<file path="src/rtl/e203_nts_ctx_ctrl.sv">
// ---------------------------------------------------------------------------
// e203_nts_ctx_ctrl
//
// Controller for the NTS (nested trap save) context RAM port. On an
// interrupt-entry request it copies x1..x(NREG) from the register file into
// the NTS RAM as one stack frame. On mret it reads the newest frame back and
// writes it into the register file. Frames are stacked: frame f occupies
// words {f, 0..NREG-1}, so the frame stride is 2**FRAME_AW words.
//
// Ports
//   clk, rst      : core clock, synchronous active-high reset
//   irq_save_i    : 1-cycle pulse, push a frame
//   mret_i        : 1-cycle pulse, pop the newest frame
//   rf_rd_idx     : register-file read index (combinational read port)
//   rf_rd_data    : register-file read data for rf_rd_idx, same cycle
//   rf_wr_en/idx/data : register-file write port
//   cs_nts, we_nts, addr_nts, wem_nts, din_nts : NTS RAM request side
//   dout_nts      : NTS RAM read data, one cycle after a read select
//   busy          : FSM is in SAVE, RESTORE or DRAIN
//   save_done     : pulse in the cycle after the last save write
//   restore_done  : pulse in the cycle after the last register-file write
//   ovf_err       : pulse, save refused because the stack is full
//   udf_err       : pulse, restore refused because the stack is empty
//   depth         : number of frames currently saved
// ---------------------------------------------------------------------------
module e203_nts_ctx_ctrl #(
  parameter int NREG     = 15,
  parameter int FRAME_AW = 4,
  parameter int DEPTH_AW = 2,
  parameter int DW       = 32,
  parameter int MW       = 4,
  parameter int AW       = DEPTH_AW + FRAME_AW
) (
  input  logic                clk,
  input  logic                rst,
  input  logic                irq_save_i,
  input  logic                mret_i,
  output logic [4:0]          rf_rd_idx,
  input  logic [DW-1:0]       rf_rd_data,
  output logic                rf_wr_en,
  output logic [4:0]          rf_wr_idx,
  output logic [DW-1:0]       rf_wr_data,
  output logic                cs_nts,
  output logic                we_nts,
  output logic [AW-1:0]       addr_nts,
  output logic [MW-1:0]       wem_nts,
  output logic [DW-1:0]       din_nts,
  input  logic [DW-1:0]       dout_nts,
  output logic                busy,
  output logic                save_done,
  output logic                restore_done,
  output logic                ovf_err,
  output logic                udf_err,
  output logic [DEPTH_AW:0]   depth
);

  localparam int                NDEPTH    = 2 ** DEPTH_AW;
  localparam logic [DEPTH_AW:0] DEPTH_MAX = NDEPTH[DEPTH_AW:0];
  localparam logic [FRAME_AW-1:0] CNT_LAST = FRAME_AW'(NREG - 1);

  typedef enum logic [1:0] {
    ST_IDLE    = 2'd0,
    ST_SAVE    = 2'd1,
    ST_RESTORE = 2'd2,
    ST_DRAIN   = 2'd3
  } state_t;

  state_t              state_r, state_nxt;
  logic [FRAME_AW-1:0] cnt_r, cnt_nxt;
  logic [DEPTH_AW:0]   depth_r, depth_nxt;
  logic                pend_save_r, pend_save_nxt;
  logic                pend_rst_r, pend_rst_nxt;
  logic                save_done_r, save_done_nxt;
  logic                restore_done_r, restore_done_nxt;
  logic                ovf_r, ovf_nxt;
  logic                udf_r, udf_nxt;
  logic                rf_wr_en_r, rf_wr_en_nxt;
  logic [4:0]          rf_wr_idx_r, rf_wr_idx_nxt;

  // Requests visible this cycle: a fresh pulse is folded in so that a pulse
  // is accepted at the very next edge and the first RAM access lands in the
  // cycle right after the pulse.
  logic req_save_s;
  logic req_rst_s;
  logic take_save_s;
  logic take_rst_s;
  // Frame index of the newest saved frame (depth-1, truncated to the frame field)
  logic [DEPTH_AW-1:0] rd_frame_s;

  assign req_save_s = pend_save_r | irq_save_i;
  assign req_rst_s  = pend_rst_r  | mret_i;
  assign rd_frame_s = depth_r[DEPTH_AW-1:0] - {{(DEPTH_AW-1){1'b0}}, 1'b1};

  // Next-state, counter, depth and status-pulse logic.
  always_comb begin
    state_nxt        = state_r;
    cnt_nxt          = cnt_r;
    depth_nxt        = depth_r;
    save_done_nxt    = 1'b0;
    restore_done_nxt = 1'b0;
    ovf_nxt          = 1'b0;
    udf_nxt          = 1'b0;
    rf_wr_en_nxt     = 1'b0;
    rf_wr_idx_nxt    = 5'd0;
    take_save_s      = 1'b0;
    take_rst_s       = 1'b0;

    case (state_r)
      ST_IDLE: begin
        // Save wins over restore; a refused request is consumed too.
        if (req_save_s) begin
          take_save_s = 1'b1;
          if (depth_r == DEPTH_MAX) begin
            ovf_nxt = 1'b1;
          end else begin
            state_nxt = ST_SAVE;
            cnt_nxt   = {FRAME_AW{1'b0}};
          end
        end else if (req_rst_s) begin
          take_rst_s = 1'b1;
          if (depth_r == {(DEPTH_AW+1){1'b0}}) begin
            udf_nxt = 1'b1;
          end else begin
            state_nxt = ST_RESTORE;
            cnt_nxt   = {FRAME_AW{1'b0}};
          end
        end else begin
          state_nxt = ST_IDLE;
        end
      end

      ST_SAVE: begin
        if (cnt_r == CNT_LAST) begin
          state_nxt     = ST_IDLE;
          cnt_nxt       = {FRAME_AW{1'b0}};
          depth_nxt     = depth_r + {{DEPTH_AW{1'b0}}, 1'b1};
          save_done_nxt = 1'b1;
        end else begin
          cnt_nxt = cnt_r + {{(FRAME_AW-1){1'b0}}, 1'b1};
        end
      end

      ST_RESTORE: begin
        // The word read now returns next cycle; schedule its rf write then.
        rf_wr_en_nxt  = 1'b1;
        rf_wr_idx_nxt = 5'(cnt_r) + 5'd1;
        if (cnt_r == CNT_LAST) begin
          state_nxt = ST_DRAIN;
          cnt_nxt   = {FRAME_AW{1'b0}};
        end else begin
          cnt_nxt = cnt_r + {{(FRAME_AW-1){1'b0}}, 1'b1};
        end
      end

      ST_DRAIN: begin
        // Last rf write happens this cycle; the frame is released afterwards.
        state_nxt        = ST_IDLE;
        depth_nxt        = depth_r - {{DEPTH_AW{1'b0}}, 1'b1};
        restore_done_nxt = 1'b1;
      end

      default: begin
        state_nxt = ST_IDLE;
        cnt_nxt   = {FRAME_AW{1'b0}};
      end
    endcase

    // Pending flags capture pulses in any state and merge repeats.
    pend_save_nxt = req_save_s & ~take_save_s;
    pend_rst_nxt  = req_rst_s  & ~take_rst_s;
  end

  // State, counters, pending flags and registered status outputs.
  always_ff @(posedge clk) begin
    if (rst) begin
      state_r        <= ST_IDLE;
      cnt_r          <= {FRAME_AW{1'b0}};
      depth_r        <= {(DEPTH_AW+1){1'b0}};
      pend_save_r    <= 1'b0;
      pend_rst_r     <= 1'b0;
      save_done_r    <= 1'b0;
      restore_done_r <= 1'b0;
      ovf_r          <= 1'b0;
      udf_r          <= 1'b0;
      rf_wr_en_r     <= 1'b0;
      rf_wr_idx_r    <= 5'd0;
    end else begin
      state_r        <= state_nxt;
      cnt_r          <= cnt_nxt;
      depth_r        <= depth_nxt;
      pend_save_r    <= pend_save_nxt;
      pend_rst_r     <= pend_rst_nxt;
      save_done_r    <= save_done_nxt;
      restore_done_r <= restore_done_nxt;
      ovf_r          <= ovf_nxt;
      udf_r          <= udf_nxt;
      rf_wr_en_r     <= rf_wr_en_nxt;
      rf_wr_idx_r    <= rf_wr_idx_nxt;
    end
  end

  // NTS RAM request and rf read index, decoded from registered state only
  // (din_nts follows the combinational rf read during SAVE).
  always_comb begin
    cs_nts    = 1'b0;
    we_nts    = 1'b0;
    wem_nts   = {MW{1'b0}};
    addr_nts  = {AW{1'b0}};
    din_nts   = {DW{1'b0}};
    rf_rd_idx = 5'd0;
    case (state_r)
      ST_SAVE: begin
        cs_nts    = 1'b1;
        we_nts    = 1'b1;
        wem_nts   = {MW{1'b1}};
        addr_nts  = {depth_r[DEPTH_AW-1:0], cnt_r};
        rf_rd_idx = 5'(cnt_r) + 5'd1;
        din_nts   = rf_rd_data;
      end
      ST_RESTORE: begin
        cs_nts   = 1'b1;
        addr_nts = {rd_frame_s, cnt_r};
      end
      default: begin
        cs_nts = 1'b0;
      end
    endcase
  end

  // Register-file write data comes straight from the RAM read port.
  always_comb begin
    if (rf_wr_en_r) begin
      rf_wr_data = dout_nts;
    end else begin
      rf_wr_data = {DW{1'b0}};
    end
  end

  assign rf_wr_en     = rf_wr_en_r;
  assign rf_wr_idx    = rf_wr_idx_r;
  assign busy         = (state_r != ST_IDLE);
  assign save_done    = save_done_r;
  assign restore_done = restore_done_r;
  assign ovf_err      = ovf_r;
  assign udf_err      = udf_r;
  assign depth        = depth_r;

endmodule

</file>
<file path="config.mk">
export PLATFORM = sky130hd
export DESIGN_NAME = e203_nts_ctx_ctrl
export DESIGN_NICKNAME = d
export VERILOG_FILES = /design/src/rtl/e203_nts_ctx_ctrl.sv
export SDC_FILE = /design/constraint.sdc
export NUM_CORES = 1
export LEC_CHECK = 0
export BUFFER_PORTS_ARGS = -buffer_cell sky130_fd_sc_hd__buf_2
export CORE_MARGIN = 5
export CORE_UTILIZATION = 38
export DETAILED_ROUTE_END_ITERATION = 10
export PLACE_DENSITY_LB_ADDON = 0.05
export SLEW_MARGIN = 15
export SYNTH_ARGS = -nofsm -noshare
export SYNTH_HDL_FRONTEND = slang
export SYNTH_SLANG_ARGS = --single-unit
export TNS_END_PERCENT = 100
</file>
<file path="constraint.sdc">
create_clock -name clk -period 5.2 [get_ports clk]
set_input_delay 1.04 -clock clk [delete_from_list [all_inputs] [get_ports clk]]
set_output_delay 1.04 -clock clk [all_outputs]
set_load 0.02 [all_outputs]
</file>
* Yosys cells after proc, flatten, opt, wreduce, memory -nomap -nowiden
Index checks and enable logic that the tools add are counted.
Word-level totals: flip-flop bits (word level) 21, bits of input ports 68, output and inout bits 95
Operators by class: $add $sub $neg 5, equal/unequal tests 11, muxes and demuxes 32, bitwise operators 11, reductions and logical operators 13
Operator list (number):
- two-way mux 32 bit | 2
- two-way mux 4 bit | 6
- two-way mux 1 bit | 12
- two-way mux 2 bit | 6
- one-hot mux 6 bit (2 select lines) | 1
- inequality test 3 bit, second input constant | 3
- one-hot mux 2 bit (4 select lines) | 1
- one-hot mux 4 bit (2 select lines) | 1
- AND reduction 4 bit | 2
- NOT 1 bit | 7
- one-hot mux 3 bit (2 select lines) | 1
- nonzero test 2 bit | 3
- OR reduction 2 bit | 3
- adder 4 x 1 -> 5 bit, second input constant | 1
- two-way mux 5 bit | 1
- adder 4 x 1 -> 4 bit, second input constant | 1
- equality test 2 bit, second input constant | 2
- equality test 4 bit, second input constant | 1
- inequality test 2 bit, second input constant | 2
- inequality test 4 bit, second input constant | 1
- OR reduction 4 bit | 1
- adder 3 x 1 -> 3 bit, second input constant | 1
- equality test 3 bit, second input constant | 1
- logical NOT 3 bit | 1
- other kinds (9) | 11

* Logic depth before layout (Yosys ltp)
Gate-level depths: netlist (run 1).
word-level depth 6, mapped depth 7

* Worst setup path before layout (run 1)
Ideal clock, no wire load.
path type flip-flop to output port, from reg state_r[0], to out addr_nts[0], data arrival time 1525 ps, data required time 4160 ps, setup slack 2635 ps, stages on the path, launching flop included 5, path buffers 0, cells stage by stage dfxtp_1 -> inv_1 -> ha_1 -> inv_1 -> nor3_1
On the way: cells in the longest elaborated chain, start to end 2, elaborated cells between the ends (all ways) 3, those cells by class eq/ne (2); mux (1)
RTL lines:
- start, declared | line 68 | state_t state_r, state_nxt;
- start signal, assigned | line 188 | state_r <= state_nxt;
- equality test 2 bit / equality test 2 x 1 -> 1 bit (equally long branches) | line 211 | case (state_r)
- one-hot mux 6 bit (2 select lines) (*) | line 211
- end, declared | line 45 | output logic [AW-1:0] addr_nts,
Every way passes the cells marked *; elsewhere a longest branch is shown, timed or not.

* Final worst setup path (run 1)
from reg state_r[1], to out addr_nts[1]
Same word-level chain as after synthesis.

==> impl_metrics.env, run 1 <==
export IMPL_drt_wirelength_per_cell_um=13.59
export IMPL_timing_final_crit_share_pct=56.34
export IMPL_post_cts_setup_repair_bufs=0
export IMPL_layoutNonFillerInstCount=398
export IMPL_final_util_pct=60.30
export IMPL_max_slew_margin_rel_pct=55.18
export IMPL_final_layout_size_suffix_gt1_share_pct=49.71
export IMPL_cp_end_kind="output pin"
export IMPL_clock_root_buffer="clkbuf_8"
export IMPL_async_reset_ff_share_pct=0
export IMPL_finalHoldWorstSlack_ps=519.5
export IMPL_grt_first_pass_wirelength_um=8031
export IMPL_worstMarginPinSlew_ps=671.3
export IMPL_cts_made_buffers=3
export IMPL_leakage_power_summed_over_all_cells_nw=1.427
export IMPL_global_route_overflow_total=0
export IMPL_detailroute_via_count=1831
export IMPL_core_mm2=0.003971
export IMPL_drt_iter0_drcs=36
export IMPL_chipHeight_um=73.74
export IMPL_rsz0062_at_grt="no"
export IMPL_timing_critical_path_cells="inv_1 > ha_2 > nor2_1 > nor2_1 > and2_1 > buf_2"
export IMPL_drc_errors=0
export IMPL_postLayoutSetupSlackWorst_ps=2270
export IMPL_cts_htree_levels=1
export IMPL_first_global_vias=1654
export IMPL_timing_final_hold_violations=0
export IMPL_design_final_nets=425
export IMPL_row_count=23
export IMPL_cts_sink_count=21
export IMPL_dpl_cell_area_mm2=0.002346
export IMPL_ir_drop_mv=0.2690
export IMPL_worst_setup_hold_path_clk_slew_ps=70
export IMPL_diodes=0
export IMPL_crit_arrival_ps=1890
export IMPL_via_per_inst=4.601
export IMPL_firstDrtPassIters=4
export IMPL_synth_yosys_seq_area_share_pct=27.23
export IMPL_tns_ps=0
export IMPL_grt_usage_pct=18.40
export IMPL_post_cts_resized=0
export IMPL_synth_net_count=273
export IMPL_maxClockFrequency_ghz=0.3413
export IMPL_place_detailed_hpwl_um=4559
export IMPL_syn_avg_cell_area_um2=7.837
export IMPL_yosysWarningCount=0
export IMPL_clk_latency_ps=260
export IMPL_power_per_cell_area_mw_per_mm2=396.6
export IMPL_layout_cell_area_non_filler_mm2=0.002395
export IMPL_synth_edff_count=0
export IMPL_synth_seq_cells=21
export IMPL_timing_critical_path_from_type="flip-flop"
export IMPL_report_final_setup_viol=0
export IMPL_pre_cts_ws_ps=2150
export IMPL_timing_critical_path_fanout_max=45
export IMPL_dpl_cell_count=394
export IMPL_post_route_min_period_ps=2930
export IMPL_finalMaxSlewViolations=0
export IMPL_critical_path_required_ps=4160
export IMPL_cp_slowest_stage_delay_ps=570
export IMPL_routed_wl_um=5407
export IMPL_layout_filler_cell_count=363
export IMPL_cap_violations=0
export IMPL_antenna_violating_nets_post_route=0
export IMPL_syn_instance_count=197
export IMPL_synth_main_ff_cell="dfxtp_1"
export IMPL_area_growth_synth_to_final_pct=55.11
export IMPL_netlist_area_leader_share_pct=27.55
export IMPL_max_clock_path_buffers=2
export IMPL_synth_area_leaders="and2_1, dfxtp_1, ha_1"
export IMPL_cell_area_after_synthesis_mm2=0.001544
export IMPL_final_setup_skew_ps=1.593
export IMPL_cell_taking_the_most_area_after_synthesis="and2_1"
export IMPL_cts_hold_buf=0
export IMPL_largest_net_degree_at_the_start_of_global_routing=46
export IMPL_dieWidth_um=73.74
export IMPL_grt_antenna_before_repair=0
export IMPL_yosys_cell_types_count=38
export IMPL_design_die_area_mm2=0.005438
export IMPL_most_repeated_library_cell_on_the_critical_path="nor2_1"
export IMPL_fin_total_pwr_mw=0.9498
export IMPL_hold_path_class="flip-flop to flip-flop"
export IMPL_cp_slowest_cell="ha_2"
export IMPL_worstSetupPathType="flip-flop to output pin"
export IMPL_run_status="complete, no violations"
export IMPL_tritoncts_clock_tree="done"
export IMPL_buffer_ports_inserted=162
export IMPL_gp_congestion=0.7773
export IMPL_floorplan_io_pins=163
export IMPL_starting_utilization_of_the_core_area_pct=38.88
path summary, 6_finish.rpt:
kind | start | endpoint | slack, ps | cells past startpoint
min | cnt_r[0]$_SDFFE_PP0P_ | rf_wr_idx[0]$_SDFF_PP0_ | 520 | 1
max | state_r[1]$_SDFFE_PP0P_ | addr_nts[1] | 2270 | 6
max reg2reg | state_r[1]$_SDFFE_PP0P_ | depth[1]$_SDFFE_PP0P_ | 3160 | 6
min reg2reg | cnt_r[0]$_SDFFE_PP0P_ | rf_wr_idx[0]$_SDFF_PP0_ | 520 | 1
Yosys cell counts, types with 2 or more instances:
library cell   n
xor2_1         2
nor2b_1        3
nor2_1        19
a21oi_1        4
nand2b_1       4
nor3b_1        2
ha_1           7
dfxtp_1       21
clkbuf_1      11
inv_1         10
nand3_1        4
mux2i_1        2
nand2_1        3
o211a_1        2
and2_1        68
buf_4          4
nor3_1         9
o21a_1         2
kinds of logic (layout without fill, tap and decap cells):
family                   after synthesis  after routing  share of synthesized area [%]
AND/OR/NAND/NOR                      118            118                          44.33
buffers and inverters                 25            176                          7.051
flip-flops                            21             21                          27.23
AO/OA/AOI/OAI                         19             19                          10.70
adder cells (fa/ha/maj)                8              8                          6.969
XOR/XNOR                               3              3                          1.702
multiplexers                           3              3                          2.026
layout by cell type (no fill, tap or decap), types with 2 or more instances in the layout:
cell      instances
nor2_1           19
nand2_1           3
dfxtp_1          21
mux2i_1           2
inv_1            10
o21a_1            2
nor3_1            9
ha_1              6
xor2_1            2
nand2b_1          4
clkbuf_8          3
a21oi_1           4
buf_2           162
nor2b_1           3
o211a_1           2
nor3b_1           2
nand3_1           4
and2_1           68
where the power goes:
group | switching (mW) | internal (mW) | total (mW) | leakage [nW]
Clock | 0.0530 | 0.0534 | 0.106 | 0.0255
Combinational | 0.392 | 0.237 | 0.629 | 1.23
Sequential | 0.0306 | 0.184 | 0.215 | 0.170
Total | 0.476 | 0.474 | 0.950 | 1.43
state kept, by name (all words and copies together), names as in the netlist:
register,flops
ovf_err,1
restore_done,1
save_done,1
pend_save_r,1
rf_wr_idx,5
cnt_r,4
depth,3
udf_err,1
rf_wr_en,1
state_r,2
pend_rst_r,1
cell type report:
class,instances,area [µm²],share of cell area (%)
Clock buffer,3,41.29,1.724
Clock inverter,1,5.005,0.2090
Inverter,10,37.54,1.567
Multi-Input combinational cell,151,1017,42.48
Sequential cell,21,420.4,17.55
Tap cell,50,62.56,2.612
Timing Repair Buffer,162,810.8,33.86
layer usage:
layer	vias to the layer above	wire, µm	track usage, %	share of wire [%]
met5	-	0	0	0
met4	0	8	1.811	0.15
met3	2	637	4.788	12
met2	101	2745	34.65	51
met1	795	2016	21.29	37
li1	933	-	-	-
critical path: cells and delay by family, from the launching register on:
kind | cells | cell delay [ps]
DFF | 1 | 340
and+or+nand+nor | 3 | 470
adders and majority gates | 1 | 570
buffers and inverters | 2 | 240
Power figures use the tool's default switching activity.
==> run 2: changes to the inputs <==
Settings changed: CORE_UTILIZATION 38 to 32.
Clock period 5.2 ns to 2.51 ns, I/O delays scaled along.
==> run 2 against run 1 <==
Compared with the run above:
- sequential power grew 110%
- count of clock-buffer cells in the layout grew 1
- non-clock buffer count grew 1
- power increased by 110%
- register-to-register slack worse by 2700 ps
- setup slack lost 2100 ps
- via count shrank 2.5%
- die area increased by 16%
- clock skew rose by 1.8 ps
==> impl_metrics.env, run 2 (synthesis results as in run 1) <==
export IMPL_timing_critical_path_fanout_max=28
export IMPL_timing_critical_path_from_type="flip-flop"
export IMPL_switching_power_mw=0.9730
export IMPL_power_switching_fraction_pct=49.61
export IMPL_cp_slowest_stage_delay_ps=470
export IMPL_maxClockFrequency_ghz=0.4359
export IMPL_area_growth_synth_to_final_pct=55.67
export IMPL_starting_utilization_of_the_core_area_pct=32.91
export IMPL_antenna_violating_nets_post_route=0
export IMPL_final_util_pct=51.23
export IMPL_detailroute_via_count=1786
export IMPL_dieWidth_um=79.46
export IMPL_timing_critical_path_cells="inv_1 > ha_1 > buf_4 > and2_1 > buf_2"
export IMPL_internal_power_mw=0.9883
export IMPL_core_mm2=0.004692
export IMPL_regArea_um2=420.4
export IMPL_gp_congestion=0.7393
export IMPL_firstDrtPassIters=4
export IMPL_pwr_share_comb_pct=66.4
export IMPL_detailroute_wirelength_met3_um=454
export IMPL_worstMarginPinSlew_ps=662.2
export IMPL_finalMaxSlewViolations=0
export IMPL_buffer_ports_inserted=162
export IMPL_row_count=25
export IMPL_cts_made_buffers=3
export IMPL_leakage_power_summed_over_all_cells_nw=1.431
export IMPL_met2RoutedLength_um=2813
export IMPL_clock_root_buffer="clkbuf_8"
export IMPL_max_slew_margin_rel_pct=55.79
export IMPL_via_per_inst=4.432
export IMPL_route_top_layer_used="met4"
export IMPL_max_clock_path_buffers=2
export IMPL_cts_sink_count=21
export IMPL_grt_usage_pct=16.83
export IMPL_most_common_library_cell_in_the_layout_ignoring_fill_and_taps="buf_2"
export IMPL_final_layout_size_suffix_gt1_share_pct=49.28
export IMPL_crit_arrival_ps=1790
export IMPL_place_detailed_hpwl_um=4624
export IMPL_post_route_min_period_ps=2294
export IMPL_largest_net_degree_at_the_start_of_global_routing=34
export IMPL_layout_filler_cell_count=474
export IMPL_hold_path_class="flip-flop to flip-flop"
export IMPL_drc_errors=0
export IMPL_report_final_setup_viol=0
export IMPL_multi_input_area_mm2=0.001015
export IMPL_cp_slowest_cell="ha_1"
export IMPL_most_common_layout_cells="buf_2, and2_1, dfxtp_1, nor2_1, inv_1"
export IMPL_cts_hold_buf=0
export IMPL_flip_flop_count_of_the_largest_register_after_layout=5
export IMPL_share_clk_of_total_power_pct=10.9
export IMPL_timing_final_hold_violations=0
export IMPL_met1Wirelength_um=2122
export IMPL_rsz0062_at_grt="no"
export IMPL_cap_violations=0
export IMPL_design_final_nets=426
export IMPL_floorplan_io_pins=163
export IMPL_design_die_area_mm2=0.006314
export IMPL_final_setup_skew_ps=3.351
export IMPL_tns_ps=0
export IMPL_power_share_sequential_pct=22.6
export IMPL_power_per_cell_area_mw_per_mm2=816.0
export IMPL_grt_first_pass_wirelength_um=8618
export IMPL_worstSetupPathType="flip-flop to output pin"
export IMPL_timing_final_crit_share_pct=91.40
export IMPL_cp_end_kind="output pin"
export IMPL_first_global_vias=1702
export IMPL_grt_antenna_before_repair=0
export IMPL_run_status="complete, no violations"
export IMPL_critical_path_required_ps=2010
export IMPL_drt_wirelength_per_cell_um=13.43
export IMPL_chipHeight_um=79.46
export IMPL_diodes=0
export IMPL_routed_wl_um=5412
export IMPL_ir_drop_mv=0.6062
export IMPL_cts_htree_levels=1
export IMPL_post_cts_resized=0
export IMPL_global_route_overflow_total=0
export IMPL_tritoncts_clock_tree="done"
export IMPL_worst_setup_hold_path_clk_slew_ps=70
export IMPL_post_cts_setup_repair_bufs=0
export IMPL_drt_iter0_drcs=46
export IMPL_clk_latency_ps=260
run 2: cell count changes in the layout (fill, tap and decap cells not counted):
cell and change:
clkinv_2 -1, ha_2 -1, ha_1 +1, buf_4 +1, clkbuf_1 +1
run 2: critical path, delay by kind of cell (launching register included):
kind / cells / cell delay [ps]
AND/OR/NAND/NOR: 1 / 160
adder cells (fa/ha/maj): 1 / 470
flip-flops: 1 / 340
buffers and inverters: 3 / 560
run 2: final timing paths:
check / startpoint / to / slack [ps] / depth (start not counted)
worst min register to register: cnt_r[0]$_SDFFE_PP0P_ / rf_wr_idx[0]$_SDFF_PP0_ / 530 / 1
worst min-delay path: cnt_r[0]$_SDFFE_PP0P_ / rf_wr_idx[0]$_SDFF_PP0_ / 530 / 1
worst max-delay path: state_r[1]$_SDFFE_PP0P_ / din_nts[18] / 220 / 5
worst max register to register: state_r[0]$_SDFFE_PP0P_ / state_r[1]$_SDFFE_PP0P_ / 510 / 6
run 2: cell type report:
type / instances / area share (%)
Multi-Input combinational cell: 151 / 42.22
Clock buffer: 4 / 1.874
Inverter: 10 / 1.562
Timing Repair Buffer: 163 / 34.04
Tap cell: 54 / 2.811
Sequential cell: 21 / 17.49
run 2: routing by layer:
layer / up-vias / track usage, %
met2: 81 / 32.39
met1: 763 / 18.84
met3: 4 / 4.289
met4: 0 / 2.062
li1: 938 / -
met5: - / 0
run 2: power groups by stage:
stage	clock, mW	sequential (mW)	combinational, mW
CTS	0.226	0.445	1.32
global route	0.242	0.458	1.43
floorplan	0	0.450	0.933
detailed placement	0	0.453	1.32
global placement	0	0.452	1.31
finish	0.215	0.444	1.30
run 2: per-stage QoR:
step                area [µm²]  instances  power (mW)  hold WS (ps)  worst slack, ps
floorplan                 1544        197       1.383         463.7            483.3
global placement          2359        399       1.765         515.3            486.0
detailed placement        2359        399       1.769         519.5            454.0
CTS                       2404        403       1.992         538.6            165.5
global route              2404        403       2.127         558.9            27.88
finish                    2404        403       1.961         532.8            216.0
==> run 3: changes to the inputs <==
Settings changed: ABC_AREA from default to 1, RECOVER_POWER from default to 25.
==> run 3 against run 2 <==
Compared with the run above:
- non-clock buffer count up 1
- fmax up 2.4%
- synthesized area up 4.1%
- clock skew about the same
- count of clock-buffer cells in the layout unchanged
- combinational power up 15%
- setup slack better by 53 ps
- sequential power up 1%
- routed wire length up 0.50%
- highest routed layer unchanged
==> impl_metrics.env, run 3 <==
export IMPL_worstMarginPinSlew_ps=634.5
export IMPL_finalMaxSlewViolations=0
export IMPL_tritoncts_clock_tree="done"
export IMPL_starting_utilization_of_the_core_area_pct=33.57
export IMPL_final_layout_size_suffix_gt1_share_pct=36.14
export IMPL_share_of_the_synthesized_area_in_compound_gates_ao_oa_aoi_oai_pct=3.738
export IMPL_cts_made_buffers=3
export IMPL_syn_avg_cell_area_um2=5.657
export IMPL_routed_wl_um=5439
export IMPL_synth_edff_count=0
export IMPL_synth_yosys_seq_area_share_pct=26.17
export IMPL_largest_net_degree_at_the_start_of_global_routing=40
export IMPL_most_common_layout_cells="buf_2, nand2_1, inv_1, nor2_1, dfxtp_1"
export IMPL_drt_wirelength_per_cell_um=10.73
export IMPL_pre_cts_ws_ps=549.0
export IMPL_diodes=0
export IMPL_drt_iter0_drcs=58
export IMPL_timing_final_hold_violations=0
export IMPL_cell_area_after_synthesis_mm2=0.001607
export IMPL_post_cts_resized=0
export IMPL_post_synth_and_or_nand_nor_area_fraction_pct=37.62
export IMPL_netlist_area_leader_share_pct=26.17
export IMPL_synth_seq_cells=21
export IMPL_power_per_cell_area_mw_per_mm2=892.7
export IMPL_timing_final_crit_share_pct=89.28
export IMPL_cts_hold_buf=0
export IMPL_global_route_overflow_total=0
export IMPL_worst_setup_hold_path_clk_slew_ps=80
export IMPL_synth_cells_most_frequent="nand2_1, inv_1, nor2_1, dfxtp_1"
export IMPL_detailroute_via_count=2049
export IMPL_ir_drop_mv=0.4474
export IMPL_share_of_synthesized_area_spent_on_multiplexers_pct=0
export IMPL_synthXorXnorAreaFrac_pct=1.090
export IMPL_cts_sink_count=21
export IMPL_synth_net_count=360
export IMPL_report_final_setup_viol=0
export IMPL_core_mm2=0.004786
export IMPL_syn_instance_count=284
export IMPL_via_per_inst=4.041
export IMPL_design_final_nets=517
export IMPL_drc_errors=0
export IMPL_chipHeight_um=80.86
export IMPL_grt_antenna_before_repair=0
export IMPL_synth_main_ff_cell="dfxtp_1"
export IMPL_timing_critical_path_cells="inv_1 > ha_1 > buf_4 > a2bb2oi_1 > nor2_1 > buf_2"
export IMPL_hold_path_class="input pin to flip-flop"
export IMPL_most_common_library_cell_in_the_layout_ignoring_fill_and_taps="buf_2"
export IMPL_tns_ps=0
export IMPL_row_count=25
export IMPL_yosys_cell_types_count=27
export IMPL_cts_htree_levels=1
export IMPL_cp_slowest_cell="buf_4"
export IMPL_timing_critical_path_from_type="flip-flop"
export IMPL_run_status="complete, no violations"
export IMPL_async_reset_ff_share_pct=0
export IMPL_cap_violations=0
export IMPL_antenna_violating_nets_post_route=0
export IMPL_final_setup_skew_ps=3.274
export IMPL_cp_slowest_stage_delay_ps=360
export IMPL_post_cts_setup_repair_bufs=0
export IMPL_dieWidth_um=80.86
export IMPL_timing_critical_path_fanout_max=39
export IMPL_max_clock_path_buffers=2
export IMPL_grt_usage_pct=15.48
export IMPL_clock_root_buffer="clkbuf_8"
export IMPL_floorplan_io_pins=163
export IMPL_synth_fa_ha_area_share_pct=6.698
export IMPL_area_growth_synth_to_final_pct=52.10
export IMPL_synth_most_common_cell="nand2_1"
export IMPL_synth_top_family_by_area="simple AND/OR/NAND/NOR gates"
export IMPL_critical_path_required_ps=2010
export IMPL_gp_congestion=0.7708
export IMPL_grt_first_pass_wirelength_um=8128
export IMPL_first_global_vias=1844
export IMPL_post_route_min_period_ps=2241
export IMPL_firstDrtPassIters=4
export IMPL_design_die_area_mm2=0.006538
export IMPL_place_detailed_hpwl_um=4603
export IMPL_clk_latency_ps=260
export IMPL_rsz0062_at_grt="no"
export IMPL_max_slew_margin_rel_pct=57.26
export IMPL_cp_end_kind="output pin"
export IMPL_worstSetupPathType="flip-flop to output pin"
export IMPL_yosysWarningCount=0
export IMPL_leakage_power_summed_over_all_cells_nw=1.898
export IMPL_flip_flop_count_of_the_largest_register_after_layout=5
export IMPL_maxClockFrequency_ghz=0.4462
export IMPL_cell_taking_the_most_area_after_synthesis="dfxtp_1"
export IMPL_crit_arrival_ps=1740
export IMPL_buffer_ports_inserted=162
export IMPL_postLayoutSetupSlackWorst_ps=269.1
export IMPL_synth_area_leaders="dfxtp_1, nand2_1, inv_1"
==> run 3: cell count changes after synthesis, moves of 3 or more <==
cell      change
and2_1       -68
clkbuf_1      -5
inv_1        +73
nand2_1      +88
nand2b_1      -4
nor2_1       +16
nor2b_1       -3
==> run 3: path summary, 6_finish.rpt <==
path	startpoint	to	slack (ps)	cells after the start
setup / recovery	state_r[1]$_SDFFE_PP0P_	addr_nts[5]	270	6
hold / removal	rst	restore_done$_SDFF_PP0_	510	2
setup reg to reg	cnt_r[0]$_SDFFE_PP0P_	depth[2]$_SDFFE_PP0P_	770	7
hold reg to reg	cnt_r[3]$_SDFFE_PP0P_	rf_wr_idx[4]$_SDFF_PP0_	530	2
==> run 3: final cells by class <==
type / instances / area, µm²
Inverter: 86 / 327.8
Tap cell: 67 / 83.83
Multi-Input combinational cell: 165 / 758.2
Timing Repair Buffer: 164 / 808.3
Clock buffer: 4 / 45.04
Fill cell: 544 / 2342
Sequential cell: 21 / 420.4
==> run 3: kinds of logic (layout without fill, tap and decap cells) <==
| kind of cell | count (synthesis) | count (layout) |
|---|---|---|
| xor gates and xnor gates | 2 | 2 |
| DFF | 21 | 21 |
| buffers and inverters | 98 | 254 |
| and+or+nand+nor | 146 | 146 |
| AOI/OAI and AO/OA | 9 | 9 |
| adders and majority gates | 8 | 8 |
==> run 3: where the power goes <==
| group | leakage (nW) | internal (mW) | switching, mW |
|---|---|---|---|
| Clock | 0.0228 | 0.113 | 0.114 |
| Sequential | 0.171 | 0.396 | 0.0542 |
| Combinational | 1.70 | 0.471 | 1.03 |
| Total | 1.90 | 0.980 | 1.20 |
==> run 3: layer usage <==
metal	track usage [%]	share of wire, %	vias up
met5	0	0	-
met4	5.574	1.2	0
met3	4.767	14	4
met2	28.74	46	118
met1	16.30	38	824
li1	-	-	1103
==> run 3: critical path: cells and delay by family, from the launching register on <==
| family | cells | cell delay (ps) |
|---|---|---|
| buf+inv | 3 | 640 |
| flops | 1 | 340 |
| fa+ha+maj | 1 | 260 |
| simple gates | 1 | 120 |
| compound gates | 1 | 110 |
==> run 3: through the flow <==
step	area, µm²	hold slack (ps)	power (mW)	utilization (%)	instances
after global placement	2447	495.5	2.007	51.14	503
after detailed placement	2447	507.9	2.013	51.14	503
final	2444	514.7	2.181	51.06	507
after CTS	2492	512.5	2.248	52.08	507
after global routing	2444	525.3	2.386	51.06	507
after floorplan	1607	464.1	1.588	-	284
